===== config.mk =====
export PLATFORM = sky130hd
export DESIGN_NAME = stream_unpacker
export DESIGN_NICKNAME = d
export VERILOG_FILES = /design/src/rtl/stream_unpacker_pkg.sv /design/src/rtl/stream_unpacker_word_mux.sv /design/src/rtl/stream_unpacker.sv
export SDC_FILE = /design/constraint.sdc
export NUM_CORES = 1
export LEC_CHECK = 0
export ABC_AREA = 1
export BUFFER_PORTS_ARGS = -buffer_cell sky130_fd_sc_hd__buf_2
export CELL_PAD_IN_SITES_DETAIL_PLACEMENT = 2
export CELL_PAD_IN_SITES_GLOBAL_PLACEMENT = 2
export CORE_MARGIN = 5
export CORE_UTILIZATION = 31
export CTS_CLUSTER_SIZE = 12
export DETAILED_ROUTE_END_ITERATION = 8
export GPL_TIMING_DRIVEN = 0
export PLACE_DENSITY = 0.84
export SYNTH_ARGS = -nofsm -noshare
export SYNTH_HDL_FRONTEND = slang
export SYNTH_SLANG_ARGS = --single-unit

===== constraint.sdc =====
create_clock -name clk -period 2.4 [get_ports clk]
set_input_delay 0.36 -clock clk [delete_from_list [all_inputs] [get_ports clk]]
set_output_delay 0.36 -clock clk [all_outputs]
set_load 0.05 [all_outputs]

===== src/rtl/stream_unpacker_pkg.sv =====
// Shared definitions for the stream unpacker: control state encoding and
// the width helpers used to size the count and word-index fields.
package stream_unpacker_pkg;

    localparam logic [0:0] ST_EMPTY = 1'b0;
    localparam logic [0:0] ST_HOLD  = 1'b1;

    function automatic int ceil_div(input int num, input int den);
        return (num + den - 1) / den;
    endfunction

    // Number of halvings (rounding up) needed to reach 1, i.e. ceil(log2(value)).
    function automatic int clog2_int(input int value);
        int v;
        int n;
        v = value;
        n = 0;
        while (v > 1) begin
            v = ceil_div(v, 2);
            n = n + 1;
        end
        return n;
    endfunction

    function automatic int cnt_width(input int ratio);
        int w;
        w = clog2_int(ratio + 1);
        return (w < 1) ? 1 : w;
    endfunction

    function automatic int idx_width(input int ratio);
        int w;
        w = clog2_int(ratio);
        return (w < 1) ? 1 : w;
    endfunction

endpackage


===== src/rtl/stream_unpacker_word_mux.sv =====
// RATIO-way word select out of a packed beat; MSB_FIRST reverses the order
// so that index 0 picks the top word instead of the bottom one.
module unpacker_word_mux
    import stream_unpacker_pkg::*;
#(
    parameter int IN_WIDTH  = 128,
    parameter int OUT_WIDTH = 64,
    parameter int MSB_FIRST = 0,
    localparam int RATIO    = IN_WIDTH / OUT_WIDTH,
    localparam int IDX_W    = idx_width(IN_WIDTH / OUT_WIDTH)
) (
    input  logic [IN_WIDTH-1:0]  i_data,
    input  logic [IDX_W-1:0]     i_idx,
    output logic [OUT_WIDTH-1:0] o_word
);

    logic [OUT_WIDTH-1:0] w_words [RATIO];

    for (genvar g = 0; g < RATIO; g++) begin : g_word
        localparam int SRC = (MSB_FIRST != 0) ? (RATIO - 1 - g) : g;
        assign w_words[g] = i_data[SRC*OUT_WIDTH +: OUT_WIDTH];
    end

    always_comb begin
        o_word = '0;
        for (int k = 0; k < RATIO; k++) begin
            if (i_idx == IDX_W'(k)) begin
                o_word = w_words[k];
            end
        end
    end

endmodule


===== src/rtl/stream_unpacker.sv =====
// Splits each packed input beat into up to RATIO output words, one per
// output handshake, with zero-bubble hand-over between consecutive beats.
module stream_unpacker
    import stream_unpacker_pkg::*;
#(
    parameter int IN_WIDTH  = 128,
    parameter int OUT_WIDTH = 64,
    parameter int MSB_FIRST = 0,
    localparam int CNT_W    = cnt_width(IN_WIDTH / OUT_WIDTH)
) (
    input  logic                 clk,
    input  logic                 reset,
    input  logic                 in_valid,
    output logic                 in_ready,
    input  logic [IN_WIDTH-1:0]  in_data,
    input  logic [CNT_W-1:0]     in_count,
    input  logic                 in_last,
    output logic                 out_valid,
    input  logic                 out_ready,
    output logic [OUT_WIDTH-1:0] out_data,
    output logic                 out_last
);

    localparam int RATIO = IN_WIDTH / OUT_WIDTH;
    localparam int IDX_W = idx_width(RATIO);

    if ((IN_WIDTH % OUT_WIDTH) != 0 || OUT_WIDTH > IN_WIDTH) begin : g_bad_widths
        $error("stream_unpacker: IN_WIDTH must be a whole multiple of OUT_WIDTH");
    end

    logic [0:0]           r_state;
    logic [IN_WIDTH-1:0]  r_hold;
    logic                 r_hold_last;
    logic [IDX_W-1:0]     r_idx;
    logic [CNT_W-1:0]     r_rem;
    logic                 r_out_valid;
    logic                 r_out_last;
    logic [OUT_WIDTH-1:0] r_out_data;

    logic [CNT_W-1:0]     w_count;
    logic                 w_in_hs;
    logic                 w_out_hs;
    logic                 w_rem_one;
    logic                 w_final;
    logic                 w_advance;
    logic [IN_WIDTH-1:0]  w_mux_src;
    logic [IDX_W-1:0]     w_mux_idx;
    logic [OUT_WIDTH-1:0] w_word;

    assign w_count   = (in_count == '0 || in_count > CNT_W'(RATIO)) ? CNT_W'(RATIO) : in_count;
    assign w_rem_one = (r_rem == CNT_W'(1));
    assign in_ready  = !reset && ((r_state == ST_EMPTY) || (w_rem_one && out_ready));
    assign w_in_hs   = in_valid && in_ready;
    assign w_out_hs  = r_out_valid && out_ready;
    assign w_final   = w_out_hs && w_rem_one;
    assign w_advance = w_out_hs && !w_rem_one;

    // The word register is loaded one step ahead: from the incoming beat on a
    // load, otherwise from the held beat at the next index.
    assign w_mux_src = w_in_hs ? in_data : r_hold;
    assign w_mux_idx = w_in_hs ? '0 : r_idx + 1'b1;

    unpacker_word_mux #(
        .IN_WIDTH  (IN_WIDTH),
        .OUT_WIDTH (OUT_WIDTH),
        .MSB_FIRST (MSB_FIRST)
    ) u_word_mux (
        .i_data (w_mux_src),
        .i_idx  (w_mux_idx),
        .o_word (w_word)
    );

    always_ff @(posedge clk) begin
        if (w_in_hs) begin
            r_hold <= in_data;
        end
    end

    always_ff @(posedge clk) begin
        if (reset) begin
            r_state     <= ST_EMPTY;
            r_hold_last <= 1'b0;
            r_idx       <= '0;
            r_rem       <= '0;
            r_out_valid <= 1'b0;
            r_out_last  <= 1'b0;
            r_out_data  <= '0;
        end else if (w_in_hs) begin
            r_state     <= ST_HOLD;
            r_hold_last <= in_last;
            r_idx       <= '0;
            r_rem       <= w_count;
            r_out_valid <= 1'b1;
            r_out_last  <= (w_count == CNT_W'(1)) && in_last;
            r_out_data  <= w_word;
        end else if (w_final) begin
            r_state     <= ST_EMPTY;
            r_idx       <= '0;
            r_rem       <= '0;
            r_out_valid <= 1'b0;
            r_out_last  <= 1'b0;
        end else if (w_advance) begin
            r_idx       <= r_idx + 1'b1;
            r_rem       <= r_rem - 1'b1;
            r_out_last  <= (r_rem == CNT_W'(2)) && r_hold_last;
            r_out_data  <= w_word;
        end
    end

    assign out_valid = r_out_valid;
    assign out_data  = r_out_data;
    assign out_last  = r_out_last;

endmodule


==> results by group <==
STA
  • Final setup viols: 0
  • Clock skew after layout: 0.0172 ns
  • Final min period: 2.32 ns
  • Slew @ Worst Pin: 0.599 ns
  • Headroom to the max-slew limit: 60.1%
  • TNS Setup: 0 ns
  • Max Clk Rate: 431 MHz
  • Setup WS post-layout: 0.0809 ns
  • Pins over their slew limit: 0
  • Final Hold Vio Count: 0
  • Worst hold slack: 0.104 ns
  • RSZ-0062 raised after global routing: false
  • Period utilization: 96.6%

Yosys
  • Register area share after synthesis: 46.1%
  • Mapped Cells: 1,222
  • Synth cell count leaders: nand2_1, inv_1, dfxtp_1
  • Top_reg_cell synth: dfxtp_1
  • Post-synth cell types: 24
  • Most frequent cell after synthesis: nand2_1
  • EDFF count, synth: 0
  • #FFs+latches synth: 198
  • Mean post-synth cell area: 7.03 µm²
  • Ranking of synthesized cells by area: dfxtp_1, nand2_1, inv_1
  • Synth Warn #: 0
  • Mapped Nets: 1,359
  • Leading area contributor after synthesis: dfxtp_1
  • Ys async rst share: 0%
  • Synth Cell Area: 0.00859 mm²
  • Yosys top cell area share: 46.1%

Global routing
  • First-pass GRT wire length: 50.3 mm
  • Global Route Usage Sum: 20.4%
  • Vias in the first global route: 9,392
  • Largest net degree at the start of global routing: 20
  • GRT Residual Overflow: 0
  • Initial antenna violation count: 3

Worst setup path
  • Crit path kind: reg -> out
  • CP required: 2.04 ns
  • Crit path DAT: 1.96 ns
  • Reg-to-reg slack, setup: 0.32 ns
  • Nature of the critical path endpoint: output port
  • RR Startpoint: r_rem[1]
  • R2R cell count: 11
  • Critical-path maximum fanout: 19
  • Reg2reg end: out_data[15]
  • CP startpoint kind: register

Floorplanning
  • Initial Utilization: 31.2%
  • I/O pins: 202
  • DIE WIDTH: 176 µm
  • Row Count: 61
  • Core area: 0.0276 mm²
  • Chip Height: 176 µm
  • Die Area: 0.0311 mm²

Outcome
  • Status: finished, final reports clean

Route
  • DRT antenna net count: 0
  • Vias/cell: 4.73
  • Vias: 8,673
  • DRT iter0 DRCs: 352
  • Per-cell routed wire length: 17.6 µm
  • DRC errors left: 0
  • Drt first pass iters: 5
  • Final wirelength: 32.3 mm

Power and ir drop
  • Leakage power: 0.00589 µW
  • Power Density: 843 mW/mm²
  • Pwr Total: 9000 µW
  • Worst vdd ir: 0.352 mV

Cells and area
  • Fin nets: 1,578
  • Fin area: 0.0107 mm²
  • Fillers: 3,340
  • Layout cells sized above 1: 19.8%
  • Area Growth Syn to Fin: 24.2%

Run
  • Maximum capacitance violations: 0

Place
  • DP Wirelength: 23.8 mm
  • Dpl cell area: 0.0101 mm²
  • GPL Wtd Cong: 0.782
  • Pre-CTS setup slack: 0.0523 ns
  • PortBufs: 201

Worst hold path
  • Hold path cells: 3
  • Min-Delay Endpoint: r_hold[77]
  • Worst hold start: in_data[77]
  • Worst min-delay path class: in -> reg

CTS
  • CTS tree: built
  • CTS Hold Bufs: 0
  • CTS max path bufs: 2
  • Clk slew on worst S/H paths: 0.08 ns
  • Total CTS buffers: 17
  • H-tree depth: 4
  • PostCTS Resize Cnt: 3
  • Num Clock Sinks: 198
  • Worst-Skew Late Latency: 0.44 ns
  • Root buffer selected by CTS: clkbuf_16
  • # Post-CTS Setup Buffers: 0
==> worst max path at each step <==
stage / from / end / slack (ns)
after floorplan: out_valid / in_ready / 0.30
after global placement: r_rem[0] / in_ready / 0.09
after detailed placement: r_rem[0] / in_ready / 0.05
after CTS: r_rem[0] / in_ready / 0.05
after global routing: r_rem[0] / in_ready / 0.004
final: r_rem[0] / in_ready / 0.08
==> power breakdown <==
| group | internal [µW] | switching (µW) | leakage (µW) |
|---|---|---|---|
| logic | 655 | 1370 | 0.00394 |
| clock network | 1490 | 1480 | 0.000291 |
| registers | 3770 | 231 | 0.00165 |
==> cells in the final DEF (no fill, tap or decap) <==
cell	n
xor2_1	1
ha_1	2
nand4_1	64
clkbuf_1	27
a21oi_1	67
a31oi_1	1
nand2_2	4
and2_1	64
clkinv_8	2
clkbuf_16	17
dfxtp_1	198
bufinv_16	1
diode_2	1
nand3_2	1
buf_1	8
nand3b_1	1
nand2_1	329
inv_8	3
o21ai_1	29
inv_2	1
nor2_1	5
nand3_1	133
inv_1	200
clkinv_4	3
clkbuf_4	1
inv_6	4
or2_4	1
buf_4	3
clkinv_2	1
buf_2	243
buf_6	3
o21ai_0	37
==> state kept, by name (all words and copies together), names as in the netlist <==
register	count
out_data	64
out_last	1
out_valid	1
r_hold	128
r_hold_last	1
r_idx	1
r_rem	2
==> cells by family (layout without fill, tap and decap cells) <==
| family | Yosys count | count (layout) | synth area share (%) |
|---|---|---|---|
| buffers and inverters | 285 | 517 | 13.4 |
| xor gates and xnor gates | 1 | 1 | 0.102 |
| adders and majority gates | 2 | 2 | 0.291 |
| and+or+nand+nor | 602 | 602 | 32.3 |
| DFF | 198 | 198 | 46.1 |
| AOI/OAI and AO/OA | 134 | 134 | 7.82 |
| other | 0 | 1 | 0 |
==> through the flow <==
stage	std cells	utilization [%]
2_1_floorplan	1222	-
3_3_place_gp	1801	36.5
3_5_place_dp	1801	36.5
4_1_cts	1832	38.7
5_1_grt	1833	38.7
6_report	1833	38.7
==> critical path: stages (launching register included) <==
cell	delay, ns
dfxtp_1	0.40
ha_1	0.22
nand2_1	0.09
nand2_2	0.12
buf_6	0.22
inv_1	0.06
nor2_1	0.20
buf_6	0.20
==> routing by layer <==
layer / global-route usage (%) / share of wire [%]
met1: 25.2 / 44
met2: 37.2 / 51
met5: 0 / 0.040
met4: 4.77 / 1.5
met3: 3.08 / 2.8
==> final cells by class <==
type | count | area, µm² | area share [%]
multi-input combinational | 739 | 3480 | 32.6
inverter | 201 | 754 | 7.07
tap | 378 | 473 | 4.43
antenna | 1 | 2.50 | 0.0235
clock buffer | 18 | 429 | 4.02
sequential | 198 | 3960 | 37.1
buffer | 83 | 395 | 3.71
timing repair buffer | 201 | 1010 | 9.49
clock inverter | 14 | 163 | 1.52
(Power assumes the default switching activity.)
